--- src/rtl/out_display_pkg.sv ---
// out_display_pkg: shared FSM states, 7-segment patterns and decode helper
package out_display_pkg;

    typedef enum logic [1:0] {
        ST_IDLE,
        ST_CONV,
        ST_COMMIT
    } state_t;

    // Iteration counter values for the 8-bit double-dabble
    localparam logic [3:0] ITER_LAST = 4'd7;
    localparam logic [3:0] ITER_IDLE = 4'd8;

    // Active-high segment patterns, bit order {g,f,e,d,c,b,a}
    localparam logic [6:0] SEG_0     = 7'h3F;
    localparam logic [6:0] SEG_1     = 7'h06;
    localparam logic [6:0] SEG_2     = 7'h5B;
    localparam logic [6:0] SEG_3     = 7'h4F;
    localparam logic [6:0] SEG_4     = 7'h66;
    localparam logic [6:0] SEG_5     = 7'h6D;
    localparam logic [6:0] SEG_6     = 7'h7D;
    localparam logic [6:0] SEG_7     = 7'h07;
    localparam logic [6:0] SEG_8     = 7'h7F;
    localparam logic [6:0] SEG_9     = 7'h6F;
    localparam logic [6:0] SEG_BLANK = 7'h00;

    function automatic logic [6:0] seg_decode(input logic [3:0] nibble);
        case (nibble)
            4'd0:    return SEG_0;
            4'd1:    return SEG_1;
            4'd2:    return SEG_2;
            4'd3:    return SEG_3;
            4'd4:    return SEG_4;
            4'd5:    return SEG_5;
            4'd6:    return SEG_6;
            4'd7:    return SEG_7;
            4'd8:    return SEG_8;
            4'd9:    return SEG_9;
            default: return SEG_BLANK;
        endcase
    endfunction

endpackage

--- src/rtl/out_display_bin2bcd.sv ---
// out_bin2bcd: sequential 8-bit to 3-digit BCD double-dabble, one iteration per clock
module out_bin2bcd
    import out_display_pkg::*;
(
    input  logic        clk,
    input  logic        rst_n,
    input  logic        i_start,
    input  logic [7:0]  i_bin,
    output logic        o_done,
    output logic [11:0] o_bcd
);

    logic [19:0] r_sr;
    logic [3:0]  r_cnt;
    logic [19:0] w_adj;

    always_comb begin
        w_adj = r_sr;
        for (int i = 0; i < 3; i++)
            if (r_sr[8+4*i +: 4] >= 4'd5) w_adj[8+4*i +: 4] = r_sr[8+4*i +: 4] + 4'd3;
    end

    // Counter parks at ITER_IDLE between conversions so no shifting happens
    always_ff @(posedge clk or negedge rst_n) begin
        if (!rst_n) begin
            r_sr  <= '0;
            r_cnt <= ITER_IDLE;
        end else if (i_start) begin
            r_sr  <= {12'd0, i_bin};
            r_cnt <= '0;
        end else if (r_cnt != ITER_IDLE) begin
            r_sr  <= w_adj << 1;
            r_cnt <= r_cnt + 4'd1;
        end
    end

    assign o_done = (r_cnt == ITER_LAST);
    assign o_bcd  = r_sr[19:8];

endmodule

--- src/rtl/out_display.sv ---
// out_display: captures OUT bytes, converts to BCD and drives a multiplexed 3-digit 7-segment display
module out_display
    import out_display_pkg::*;
#(
    parameter int SCAN_DIV       = 1024,
    parameter bit SEG_ACTIVE_LOW = 1'b1
) (
    input  logic       clk,
    input  logic       rst_n,
    input  logic       out_strobe,
    input  logic [7:0] out_data,
    output logic [6:0] seg,
    output logic [2:0] an,
    output logic       busy,
    output logic       shown
);

    localparam logic [15:0] DIV_MAX = 16'(SCAN_DIV - 1);

    state_t      r_state;
    state_t      w_next;
    logic        w_start;
    logic [7:0]  w_load;
    logic        w_done;
    logic [11:0] w_bcd;
    logic        w_strobe;
    logic        r_armed;
    logic        r_pend;
    logic [7:0]  r_pend_data;
    logic [11:0] r_dig;
    logic        r_shown;
    logic [15:0] r_div;
    logic [1:0]  r_idx;
    logic [3:0]  w_nib;
    logic [2:0]  w_an;
    logic [6:0]  w_pat;

    // First edge after reset release ignores the strobe
    assign w_strobe = out_strobe & r_armed;

    out_bin2bcd u_bin2bcd (
        .clk     (clk),
        .rst_n   (rst_n),
        .i_start (w_start),
        .i_bin   (w_load),
        .o_done  (w_done),
        .o_bcd   (w_bcd)
    );

    always_ff @(posedge clk or negedge rst_n) begin
        if (!rst_n) r_state <= ST_IDLE;
        else        r_state <= w_next;
    end

    always_comb begin
        w_next  = r_state;
        w_start = 1'b0;
        w_load  = out_data;
        case (r_state)
            ST_IDLE: begin
                w_start = w_strobe;
                w_next  = w_strobe ? ST_CONV : ST_IDLE;
            end
            ST_CONV: w_next = w_done ? ST_COMMIT : ST_CONV;
            ST_COMMIT: begin
                w_start = w_strobe | r_pend;
                w_load  = w_strobe ? out_data : r_pend_data;
                w_next  = (w_strobe | r_pend) ? ST_CONV : ST_IDLE;
            end
            default: w_next = ST_IDLE;
        endcase
    end

    always_ff @(posedge clk or negedge rst_n) begin
        if (!rst_n) begin
            r_armed     <= 1'b0;
            r_pend      <= 1'b0;
            r_pend_data <= '0;
            r_dig       <= '0;
            r_shown     <= 1'b0;
        end else begin
            r_armed <= 1'b1;
            if (r_state == ST_COMMIT) begin
                r_dig   <= w_bcd;
                r_shown <= 1'b1;
                r_pend  <= 1'b0;
            end else if (r_state == ST_CONV && w_strobe) begin
                r_pend      <= 1'b1;
                r_pend_data <= out_data;
            end
        end
    end

    always_ff @(posedge clk or negedge rst_n) begin
        if (!rst_n) begin
            r_div <= '0;
            r_idx <= 2'd2;
        end else if (r_div == DIV_MAX) begin
            r_div <= '0;
            r_idx <= (r_idx == 2'd0) ? 2'd2 : r_idx - 2'd1;
        end else begin
            r_div <= r_div + 16'd1;
        end
    end

    assign w_nib = (r_idx == 2'd2) ? r_dig[11:8] : (r_idx == 2'd1) ? r_dig[7:4] : r_dig[3:0];
    assign w_an  = (r_idx == 2'd2) ? 3'b100 : (r_idx == 2'd1) ? 3'b010 : 3'b001;
    assign w_pat = r_shown ? seg_decode(w_nib) : SEG_BLANK;

    assign an    = r_shown ? w_an : 3'b000;
    assign seg   = SEG_ACTIVE_LOW ? ~w_pat : w_pat;
    assign busy  = (r_state != ST_IDLE);
    assign shown = r_shown;

endmodule

--- config.mk ---
export PLATFORM = sky130hd
export DESIGN_NAME = out_display
export DESIGN_NICKNAME = d
export VERILOG_FILES = /design/src/rtl/out_display_pkg.sv /design/src/rtl/out_display_bin2bcd.sv /design/src/rtl/out_display.sv
export SDC_FILE = /design/constraint.sdc
export NUM_CORES = 1
export LEC_CHECK = 0
export CAP_MARGIN = 15
export CORE_UTILIZATION = 35
export CTS_CLUSTER_SIZE = 20
export DETAILED_ROUTE_END_ITERATION = 6
export DONT_BUFFER_PORTS = 1
export SYNTH_ARGS = -nofsm -noshare
export SYNTH_HDL_FRONTEND = slang
export SYNTH_HIERARCHICAL = 1
export SYNTH_SLANG_ARGS = --single-unit
--- constraint.sdc ---
create_clock -name clk -period 3 [get_ports clk]
set_clock_uncertainty 0.1 [all_clocks]
set_input_delay 0.15 -clock clk [delete_from_list [all_inputs] [get_ports clk]]
set_output_delay 0.15 -clock clk [all_outputs]
set_load 0.05 [all_outputs]
=== Word level (Yosys, flattened, before mapping) ===
Memory sizes are Yosys's and may differ from the RTL's.
Index checks and enable logic that the tools add are counted.

* Bits in registers: 67
* Memories kept: 1
* Bits in latches: 0
* RAM bits: 0
* Output and inout bits: 12
* Memory bits (read-only): 112
* Logic and storage cells: 62

* Order comparisons: 3
* Equality and inequality tests: 7
* Reductions and logical operators: 7
* Divide/modulo/power cells: 0
* Add/sub/neg operators: 6
* Bitwise logic cells: 4
* Multipliers: 0
* Shift operators: 0
* Mux-type cells: 24

{| class="wikitable"
|+ Memories
! memory !! words !! width !! read ports !! clocked after Yosys merged registers in !! wr ports !! RTL line !! source
|-
| (no name shown) || 16 || 7 || 1 || 0 || 0 || out_display_pkg.sv:28 || <nowiki>case (nibble)</nowiki>
|}

{| class="wikitable"
|+ Operators with widths
! operator !! number
|-
| $mux W20 || 2
|-
| $mux W4 || 6
|-
| $add A16 B1 Y16 const B || 1
|-
| $eq A16 B10 Y1 const B || 1
|-
| $mux W16 || 1
|-
| $mux W8 || 2
|-
| $ge A4 B3 Y1 const B || 3
|-
| $mux W3 || 3
|-
| $add A4 B2 Y4 const B || 2
|-
| $mux W7 || 1
|-
| $not A7 Y7 || 1
|-
| $mux W2 || 3
|-
| $pmux W2 S3 || 1
|-
| $reduce_bool A2 Y1 || 3
|-
| $add A4 B1 Y4 const B || 1
|-
| $eq A2 B1 Y1 const B || 2
|-
| $eq A2 B2 Y1 const B || 2
|-
| $eq A4 B3 Y1 const B || 1
|-
| $logic_not A2 Y1 || 2
|-
| $mux W1 || 4
|-
| $ne A4 B4 Y1 const B || 1
|-
| $add A3 B2 Y3 const B || 1
|-
| $pmux W1 S2 || 1
|-
| $reduce_and A2 Y1 || 1
|-
| other kinds (5) || 5
|}

=== Depth between registers and ports, before layout ===
Gate-level depths: netlist of the first run.
An unclocked memory read counts as a cell.

* Depth after elaboration: 6
* Gate-level depth with buffers: 10
* Gate-level depth less buffers: 9

=== Hierarchy ===
The synthesis of the first run kept the hierarchy.

{| class="wikitable"
|+ Modules (own cells, without submodules)
! module !! seq. area each (um^2) !! cells an instance !! instances !! area each (um^2)
|-
| out_display || 1077.3 || 192 || 1 || 2235.9
|-
| out_bin2bcd || 601.8 || 165 || 1 || 1480.2
|}

=== Worst setup path after synthesis of the first run ===
Ideal clock, no wire load.

* Path kind: register to output
* Start: register r_idx[1]
* End: output seg[1]
* Path slack: -75 ps
* Cell stages (with the launch flop): 9
* Buffers on the path: 0
* Arrival time: 2825 ps
* Required time: 2750 ps
* Path through: dfstp_2 inv_1 ha_1 mux2_2 mux2i_1 ha_1 inv_1 nor2_1 o21ai_0

* Cells in the longest elaborated chain, start to end: 6
* Elaborated cells between the ends (all ways): 7

{| class="wikitable"
|+ Ends and longest elaborated chain
! item !! RTL line !! source
|-
| from (decl) || out_display.sv:33 || <nowiki>logic [1:0] r_idx;</nowiki>
|-
| from (signal assigned) || out_display.sv:100 || <nowiki>r_idx <= (r_idx == 2'd0) ? 2'd2 : r_idx - 2'd1;</nowiki>
|-
| $eq A2 B1 Y1 || out_display.sv:106 || <nowiki>assign w_nib = (r_idx == 2'd2) ? r_dig[11:8] : (r_idx == 2'd1) ? r_dig[7:4] : r_dig[3:0];</nowiki>
|-
| $mux W4 || out_display.sv:106 ||
|-
| $mux W4 * || out_display.sv:106 ||
|-
| $mem_v2 Z16 W7 * || -- ||
|-
| $mux W7 * || out_display.sv:108 || <nowiki>assign w_pat = r_shown ? seg_decode(w_nib) : SEG_BLANK;</nowiki>
|-
| $not A7 Y7 * || out_display.sv:111 || <nowiki>assign seg = SEG_ACTIVE_LOW ? ~w_pat : w_pat;</nowiki>
|-
| to (decl) || out_display.sv:12 || <nowiki>output logic [6:0] seg,</nowiki>
|}

Mark *: on every way between the ends. The rest lies on a longest branch, timed or not.

=== Worst setup path after layout of the first run ===
* Start: register r_idx[1]
* End: output seg[6]

The elaborated chain is that of the path after synthesis.

==> results of run 1 <==
per-stage QoR:
stage,TNS (ns),cell area [um^2]
6_report,0,4170
5_1_grt,-0.0508,4170
4_1_cts,0,4160
3_5_place_dp,0,3810
3_3_place_gp,0,3810
2_1_floorplan,0,3720
synth_stat cells (all sizes together) (3+ instances only):
master and count:
xnor2 9, o2111ai 6, o21a 3, clkbuf 6, mux2 33, nand2 31, o211ai 6, o21ai 19
or2 3, mux2i 13, nor2 19, nand3 7, inv 24, and2 5, a21oi 11, dfrtp 65
and3 3, or3 11, nand4 4, ha 16, nor2b 11, a32oi 3, xor2 7, buf 21
routing by layer:
layer	vias to the layer above	share of wire, %	global-route usage [%]
li1	1244	-	-
met1	1193	50	17.6
met2	35	46	20.4
met3	7	3.1	3.99
met4	0	1.4	4.73
met5	-	0	0
worst max-delay path, stage by stage (launching register included):
cell	delay (ns)
dfstp_2	0.54
inv_1	0.04
ha_1	0.25
mux2_2	0.30
mux2i_1	0.18
inv_1	0.09
ha_1	0.22
nor4b_2	0.33
a21oi_1	0.07
buf_4	0.20
cell type report:
| class | instances | area share (%) |
|---|---|---|
| Inverter | 24 | 2.16 |
| Clock buffer | 11 | 3.63 |
| Multi-Input combinational cell | 239 | 42.9 |
| Clock inverter | 5 | 1.80 |
| Timing Repair Buffer | 23 | 5.16 |
| Sequential cell | 67 | 40.3 |
| Tap cell | 136 | 4.08 |
repair_timing:
action                     in CTS  in global routing
hold endpoints to repair       83                  0
setup endpoints to repair       0                  3
hold buffers                   10                  0
resized for setup               0                  1
buffers inserted                0                  1
registers in the layout, indices dropped and copies added (netlist names):
signal           cells
r_armed              1
r_dig               12
r_div               16
r_idx                2
r_pend               1
r_pend_data          8
r_state              2
shown                1
u_bin2bcd/r_cnt      4
u_bin2bcd/r_sr      20
power breakdown:
group          internal (mW)  total (mW)  switching, mW
Clock                  0.509       0.839          0.330
Sequential              1.19        1.40          0.209
Combinational          0.679        1.61          0.932
Total                   2.38        3.85           1.47
cells by family after synthesis:
family	Yosys count	synth area share, %
AO/OA/AOI/OAI	56	10.1
XOR/XNOR	16	3.77
adder cells (fa/ha/maj)	16	5.39
buffers and inverters	51	6.97
flip-flops	67	45.2
multiplexers	46	13.6
other	1	0.101
AND/OR/NAND/NOR	104	14.9
final timing paths:
check,startpoint,endpoint,slack [ns],depth (start not counted)
max,r_idx[1]$_DFFE_PN1N_,seg[6],0.20,9
max reg2reg,r_div[0]$_DFF_PN0_,r_idx[0]$_DFFE_PN0N_,1.00,5
min reg2reg,r_div[0]$_DFF_PN0_,r_div[0]$_DFF_PN0_,0.36,1
min in group asynchronous,rst_n,shown$_DFFE_PN0N_,0.24,2
max in group asynchronous,rst_n,u_bin2bcd/r_cnt[3]$_DFFE_PN1P_,2.25,2
min,out_strobe,r_pend$_DFFE_PN0P_,0.23,3
==> run metrics, run 1 <==
run status complete, no violations; Die Y-Extent roughly 110 um; Final min period between 2 and 3 ns; gp weighted congestion ~0.82; Hold Vio Cnt, Final 0; Setup crit end kind primary output; ys flop type dfrtp_1; post-synth top area share a little over two fifths; # diodes 0; Mapped Nets 384; CTS Buffer Depth 2; Core Rows 37; final antenna-violating net count 0; Chip Width 105 um; first-pass GRT wire length approximately 12,000 um; Synth cell types 49; vias in the first global route 2,484; drt total wl between 6000 and 7000 um; Yosys reg bits between 60 and 70; CTS tree built; placed cells 478; Final Non-Filler Cells 505; core box area 10,300 um^2; clock sinks 67; ys async rst share 100%; Iteration-0 DRC Markers between 200 and 250; H-tree Lvls 3; Area contributors post-synth dfrtp_1 44%, mux2_2 9.4%, ha_1 5.4%; fmax ~360 MHz; worst skew pair latency about 0.34 ns; kind of critical path register to primary output; Req. time, crit path between 2 and 3 ns; Worst-Margin Slew 0.927 ns; Initial Utilization 36.0%; most frequent cells in the layout 65 x dfrtp_1, 31 x nand2_1, 31 x mux2_2; clk root buf clkbuf_8; layout cells sized above 1 20.6%; Setup WS pre-CTS between 0.4 and 0.5 ns; # IOs 23; Setup WS post-layout 0.200 ns; Area Growth Syn to Fin 12.2%; total of max-cap violations 0; sequential fraction of the synthesis area 45.2%; Peak VDD IR 730 uV; vias 2,479; Worst Hold Margin 0.230 ns; Syn Area/Cell ~10 um^2; post-layout util 40.4%; Reg area 1680 um^2; global route total overflow 0; Yosys warnings 6; initial antenna violation count 0; PortBufs 0; Leak 1.83 nW; post-synth top area cell dfrtp_1; Critical Path AT 2.55 ns; worst min path class input port to register; combined area of the multi-input logic cells around 1800 um^2; Finish-stage setup viols 0; drt pass-1 iters 5; Routed WL per cell between 10 and 15 um; Mapped Area approximately 3700 um^2; Max-slew headroom about two fifths; max-slew violations 0; CP Max Fanout 5; Final period util 93.3%; Total Power 3.85 mW; cell count after synthesis 357; Worst Setup Start Kind register; gr usage total 13.3%; DRC 0; area of the die 11,000 um^2; DP HPWL 4370 um; PD cells 923 nW/um^2; number of vias per cell roughly 5; number of synthesized flops with an enable pin 0; clock slew at the register clock pins of the worst setup and hold paths about 0.070 ns; filler instances 1,001; number of nets in the layout 391; leading cell type in the layout, fill and taps excluded dfrtp_1; pin count of the biggest net entering global routing 68; TritonCTS buffer count 9
(Power assumes the default switching activity.)
==> run 2: changes to the inputs <==
- CELL_PAD_IN_SITES_DETAIL_PLACEMENT: unset -> 1
- CELL_PAD_IN_SITES_GLOBAL_PLACEMENT: unset -> 1
- PLACE_DENSITY_LB_ADDON: unset -> 0.1
- RECOVER_POWER: unset -> 25
==> run 2 against run 1 <==
Effect of this change: the flow now finishes with violations (capacitance limit, slew limit); core utilization shrank 0.28 points; die area is the same; wire length grew 15%; critical path type unchanged; largest power group unchanged.
==> run metrics, run 2 (synthesized netlist as in run 1, its figures left out) <==
run status finished with violations; failing checks capacitance limit, slew limit; r2r startpoint r_div[0]$_DFF_PN0_; leading cell type in the layout, fill and taps excluded dfrtp_1; Post-DP Area 3800 um^2 (-0.20%); RSZ-0062 raised after global routing false; filler instances 1,168 (+17%); number of nets in the layout 392 (+0.26%); Worst Hold Endpoint r_pend$_DFFE_PN0P_; Area Growth Syn to Fin 11.4%; Leak 1.81 nW (-1.3%); first-pass GRT wire length 12,800 um (+8.9%); Worst-Margin Slew 1.70 ns (+0.768 ns); HP Start out_strobe; max-slew violations 68 (+68); Max-slew headroom -13.0% (-51 points); Regs by FF count u_bin2bcd/r_sr: 20 flops, r_div: 16 flops, r_dig: 12 flops; fmax 357 MHz (about the same); # IOs 23 (unchanged); global route total overflow 0 (unchanged); Critical Path AT 2.55 ns (about the same); kind of critical path register to primary output; Total Negative Setup Slacks 0 ns (unchanged); Initial Utilization 36.0% (unchanged); Hold Vio Cnt, Final 0 (unchanged); Peak VDD IR 579 uV (-21%); total of max-cap violations 1 (+1); drt pass-1 iters 4 (-1); drt total wl 7360 um (+15%); clock sinks 67 (unchanged); Die Y-Extent 105 um (unchanged); vias in the first global route 2,641 (+6.3%); area of the die 11,000 um^2 (unchanged); Total Power 3.83 mW (-0.39%); Final period util 93.4% (about the same); Chip Width 105 um (unchanged); core box area 10,300 um^2 (unchanged); worst min path class input port to register; Final min period 2.80 ns (+0.00208 ns); R2R setup slack 0.97 ns (-0.03 ns); worst skew pair latency 0.34 ns (about the same); Req. time, crit path 2.75 ns (about the same); Routed WL per cell 14.5 um (+15%); PD cells 926 nW/um^2 (+0.30%); clk root buf clkbuf_8; # diodes 0 (unchanged); gp weighted congestion 0.720 (-13%); DP HPWL 4940 um (+13%); H-tree Lvls 3 (unchanged); pin count of the biggest net entering global routing 68 (unchanged); Setup crit end kind primary output; final instance area 4140 um^2 (-0.69%); CP Max Fanout 5 (unchanged); Iteration-0 DRC Markers 80 (-65%); final antenna-violating net count 0 (unchanged); DRC 0 (unchanged); Setup WS post-layout 0.198 ns (-0.00207 ns); TritonCTS buffer count 9 (unchanged); gr usage total 14.7% (+1.4 points); Core Rows 37 (unchanged); Most flops, register u_bin2bcd/r_sr; most frequent cells in the layout 65 x dfrtp_1, 31 x nand2_1, 31 x mux2_2; CTS Buffer Depth 2 (unchanged); initial antenna violation count 0 (unchanged); Finish-stage setup viols 0 (unchanged); FF-to-FF End r_idx[0]$_DFFE_PN0N_; number of vias per cell 4.97 (+1.2%); Setup WS pre-CTS 0.449 ns (-0.0276 ns); max reg flops 20 (unchanged); clock slew at the register clock pins of the worst setup and hold paths 0.07 ns (about the same); reg2reg path depth 5 (unchanged); Worst Hold Path Cells 3 (unchanged); vias 2,513 (+1.4%); layout cells sized above 1 20.8% (+0.21 points); Worst Setup Start Kind register; CTS tree built; PortBufs 0 (unchanged); post-layout util 40.1% (-0.28 points)
==> run 2: power breakdown <==
group	internal [mW]	switching, mW	total, mW
Sequential	1.19	0.210	1.40
Clock	0.430	0.360	0.790
Combinational	0.691	0.954	1.65
Total	2.31	1.52	3.83
==> run 2: worst max-delay path by stage <==
stage	depth (start not counted)	from	to	slack [ns]
floorplan	8	r_idx[1]$_DFFE_PN1N_	seg[4]	0.21
global placement	9	r_idx[1]$_DFFE_PN1N_	seg[4]	0.52
detailed placement	9	r_idx[1]$_DFFE_PN1N_	seg[4]	0.45
CTS	9	r_idx[1]$_DFFE_PN1N_	seg[4]	0.04
global route	9	r_idx[1]$_DFFE_PN1N_	seg[5]	0.01
finish	9	r_idx[1]$_DFFE_PN1N_	seg[4]	0.20
==> run 2: final cells by class <==
cell class | instances | area (um^2) | share of cell area (%)
Sequential cell | 67 | 1680 | 40.6
Multi-Input combinational cell | 239 | 1790 | 43.2
Clock inverter | 5 | 61.3 | 1.48
Timing Repair Buffer | 24 | 200 | 4.84
Tap cell | 136 | 170 | 4.11
Clock buffer | 11 | 151 | 3.66
Inverter | 24 | 90.1 | 2.18
==> run 2: stage by stage <==
step | hold slack (ns) | std cells
after floorplan | -0.246 | 357
after global placement | -0.244 | 477
after detailed placement | -0.243 | 477
after CTS | 0.256 | 503
after global routing | 0.298 | 506
final | 0.251 | 506
==> run 2: routing by layer <==
layer	vias to the layer above	wire length (um)	track usage [%]
met5	-	0	0
met4	0	63	3.92
met3	6	203	4.37
met2	31	3610	24.2
met1	1244	3490	18.7
li1	1232	-	-
==> run 2: repair_timing <==
action | 4_1_cts | 5_1_grt
hold buffers | 10 | 0
gates resized for setup | 0 | 1
endpoints found under the hold margin | 83 | 0
endpoints found under the setup margin | 0 | 3
buffers inserted | 0 | 3
==> run 2: critical path, stage by stage (launching register included) <==
cell     delay (ns)
dfstp_2        0.55
inv_1          0.04
ha_1           0.26
mux2i_1        0.16
o21ai_2        0.24
inv_1          0.11
ha_1           0.21
mux2_2         0.26
a32oi_1        0.16
buf_4          0.22
==> run 3: changes to the inputs <==
- ABC_CLOCK_PERIOD_IN_PS: unset -> 3000
- CTS_BUF_LIST: unset -> sky130_fd_sc_hd__clkbuf_16
- GPL_TIMING_DRIVEN: unset -> 0
==> run 3 against run 2 <==
Effect of this change: the run still ends with capacitance limit, slew limit left; flip-flop and latch count is the same; clock power increased by 16%; combinational power is 7% higher; largest power group unchanged; sequential share of layout area decreased by 1.9 points.
==> run metrics, run 3 (synthesized netlist as in run 1, its figures left out) <==
run status finished with violations; failing checks capacitance limit, slew limit; fmax 343 MHz (-3.8%); area of the die 11,000 um^2 (unchanged); Setup crit end kind primary output; leading cell type in the layout, fill and taps excluded dfrtp_1; post-layout util 42.1% (+2.0 points); Area Growth Syn to Fin 16.8%; Most flops, register u_bin2bcd/r_sr; global route total overflow 0 (unchanged); CTS tree built; vias 2,592 (+3.1%); PD cells 943 nW/um^2 (+1.8%); number of vias per cell 4.99 (+0.56%); first-pass GRT wire length 14,100 um (+10%); crit path max-delay cell type dfstp_2; internal power 2.45 mW (+6.1%); PortBufs 0 (unchanged); clock slew at the register clock pins of the worst setup and hold paths 0.06 ns (about the same); Setup Fix Bufs, Post-CTS 0 (unchanged); filler instances 1,132 (-3.1%); switching pwr 1.64 mW (+7.7%); # diodes 0 (unchanged); number of nets in the layout 405 (+3.3%); combined area of the multi-input logic cells 1880 um^2 (+5.3%); total of max-cap violations 1 (unchanged); # IOs 23 (unchanged); max-slew violations 68 (unchanged); pin count of the biggest net entering global routing 68 (unchanged); kind of critical path register to primary output; worst-path cell chain inv_1 -> ha_1 -> mux2i_1 -> o21ai_4 -> inv_1 -> ha_1 -> mux2_2 -> a32oi_4; Regs by FF count u_bin2bcd/r_sr: 20 flops, r_div: 16 flops, r_dig: 12 flops; Total Power 4.09 mW (+6.8%); Worst Setup Start Kind register; most frequent cells in the layout 65 x dfrtp_1, 31 x nand2_1, 31 x mux2_2; Req. time, crit path 2.75 ns (about the same); drt pass-1 iters 3 (-1); Die Y-Extent 105 um (unchanged); drt total wl 8100 um (+10%); Max-slew headroom -13.4% (-0.39 points); Final Non-Filler Cells 519 (+2.6%); Iteration-0 DRC Markers 81 (+1.3%); delay of the slowest cell on the worst path 0.54 ns (about the same); layout cells sized above 1 22.7% (+1.9 points); clk root buf clkbuf_16; initial antenna violation count 0 (unchanged); worst skew pair latency 0.33 ns (about the same); placed cells 493 (+3.4%); Hold Vio Cnt, Final 0 (unchanged); combinational share of power 43.1% (+0.2 points); Chip Width 105 um (unchanged); switching share of power 40.1% (+0.37 points); Peak VDD IR 509 uV (-12%); Worst-Margin Slew 1.70 ns (+0.00582 ns); RSZ-0062 raised after global routing true; clock sinks 67 (unchanged); Final min period 2.91 ns (+0.110 ns); H-tree Lvls 3 (unchanged); Reg power frac 34.5% (-2.0 points); Finish-stage setup viols 0 (unchanged); Leak 1.91 nW (+5.5%); DRC 0 (unchanged); DP HPWL 5610 um (+14%); Critical Path AT 2.66 ns (+0.11 ns); worst min path class input port to register; Setup WS pre-CTS -0.0533 ns (-0.502 ns); Setup WS post-layout 0.0873 ns (-0.110 ns); TritonCTS buffer count 9 (unchanged); CTS Buffer Depth 2 (unchanged); max reg flops 20 (unchanged); Reg area 1680 um^2 (unchanged); Final period util 97.1% (+3.7 points); gr usage total 16.4% (+1.7 points); Core Rows 37 (unchanged); Initial Utilization 36.0% (unchanged); Routed WL per cell 15.6 um (+7.3%); Clock Power Share 22.4% (+1.8 points); gp weighted congestion 0.725 (+0.81%); final antenna-violating net count 0 (unchanged); vias in the first global route 2,793 (+5.8%); core box area 10,300 um^2 (unchanged); CP Max Fanout 8 (+3)
==> run 3: changes by cell type in the layout (fill, tap and decap cells not counted), moves of 3 or more <==
cell        delta
clkbuf_16      +9
a32oi_1        -3
a32oi_4        +3
clkbuf_8      -11
clkinvlp_4     -3
inv_1          +3
buf_2          +6
clkinv_2       +3
clkbuf_1       +6
==> run 3: area by class of cell <==
type | instances | share of cell area (%)
multi-input cells | 239 | 43.4
flip-flops and latches | 67 | 38.7
clock buffers | 9 | 5.19
well taps | 136 | 3.92
plain buffers | 27 | 3.89
repair buffers | 10 | 2.19
inverters | 24 | 2.07
clock inverters | 7 | 0.692
==> run 3: what timing repair did <==
action,in CTS,in global routing
resized for setup,11,4
endpoints found under the hold margin,82,0
hold buffers,10,0
gates cloned,0,0
pin swaps,1,0
endpoints found under the setup margin,7,6
==> run 3: through the flow <==
step | hold WS, ns | TNS (ns) | area, um^2
3_3_place_gp | -0.243 | -0.0541 | 3890
3_5_place_dp | -0.243 | -0.0533 | 3890
2_1_floorplan | -0.246 | 0 | 3720
5_1_grt | 0.0300 | -0.0959 | 4340
6_report | 0.00710 | 0 | 4340
4_1_cts | 0.00153 | -0.0123 | 4330
==> run 3: worst max-delay path: cells and delay by family, from the launching register on <==
family,cells,cell delay (ns)
multiplexers,2,0.49
buffers and inverters,2,0.16
flip-flops,1,0.54
AO/OA/AOI/OAI,2,0.67
adder cells (fa/ha/maj),2,0.47
==> run 3: routing by layer <==
metal,global-route usage [%],part of all wire [%]
met5,0,0
met4,6.84,1.6
met3,4.05,2.5
met2,26.2,47
met1,21.0,49
==> run 3: path summary, 6_finish.rpt <==
path | slack (ns) | to | startpoint | cells past startpoint
setup / recovery | 0.09 | seg[4] | r_idx[1]$_DFFE_PN1N_ | 8
hold / removal | 0.007 | u_bin2bcd/r_sr[7]$_DFFE_PN0P_ | out_data[7] | 3
setup reg to reg | 0.91 | u_bin2bcd/r_sr[4]$_DFFE_PN0P_ | r_state[1]$_DFF_PN0_ | 6
hold reg to reg | 0.35 | r_div[0]$_DFF_PN0_ | r_div[0]$_DFF_PN0_ | 1
max in group asynchronous | 1.06 | r_pend_data[0]$_DFFE_PN0P_ | rst_n | 2
min in group asynchronous | 0.72 | r_div[7]$_DFF_PN0_ | rst_n | 2
==> run 3: power by group through the flow <==
stage	sequential, mW	clock [mW]	combinational (mW)
floorplan	1.34	0	1.36
global placement	1.42	0	1.55
detailed placement	1.43	0	1.59
CTS	1.42	0.947	1.74
global route	1.46	0.986	1.95
finish	1.41	0.915	1.76
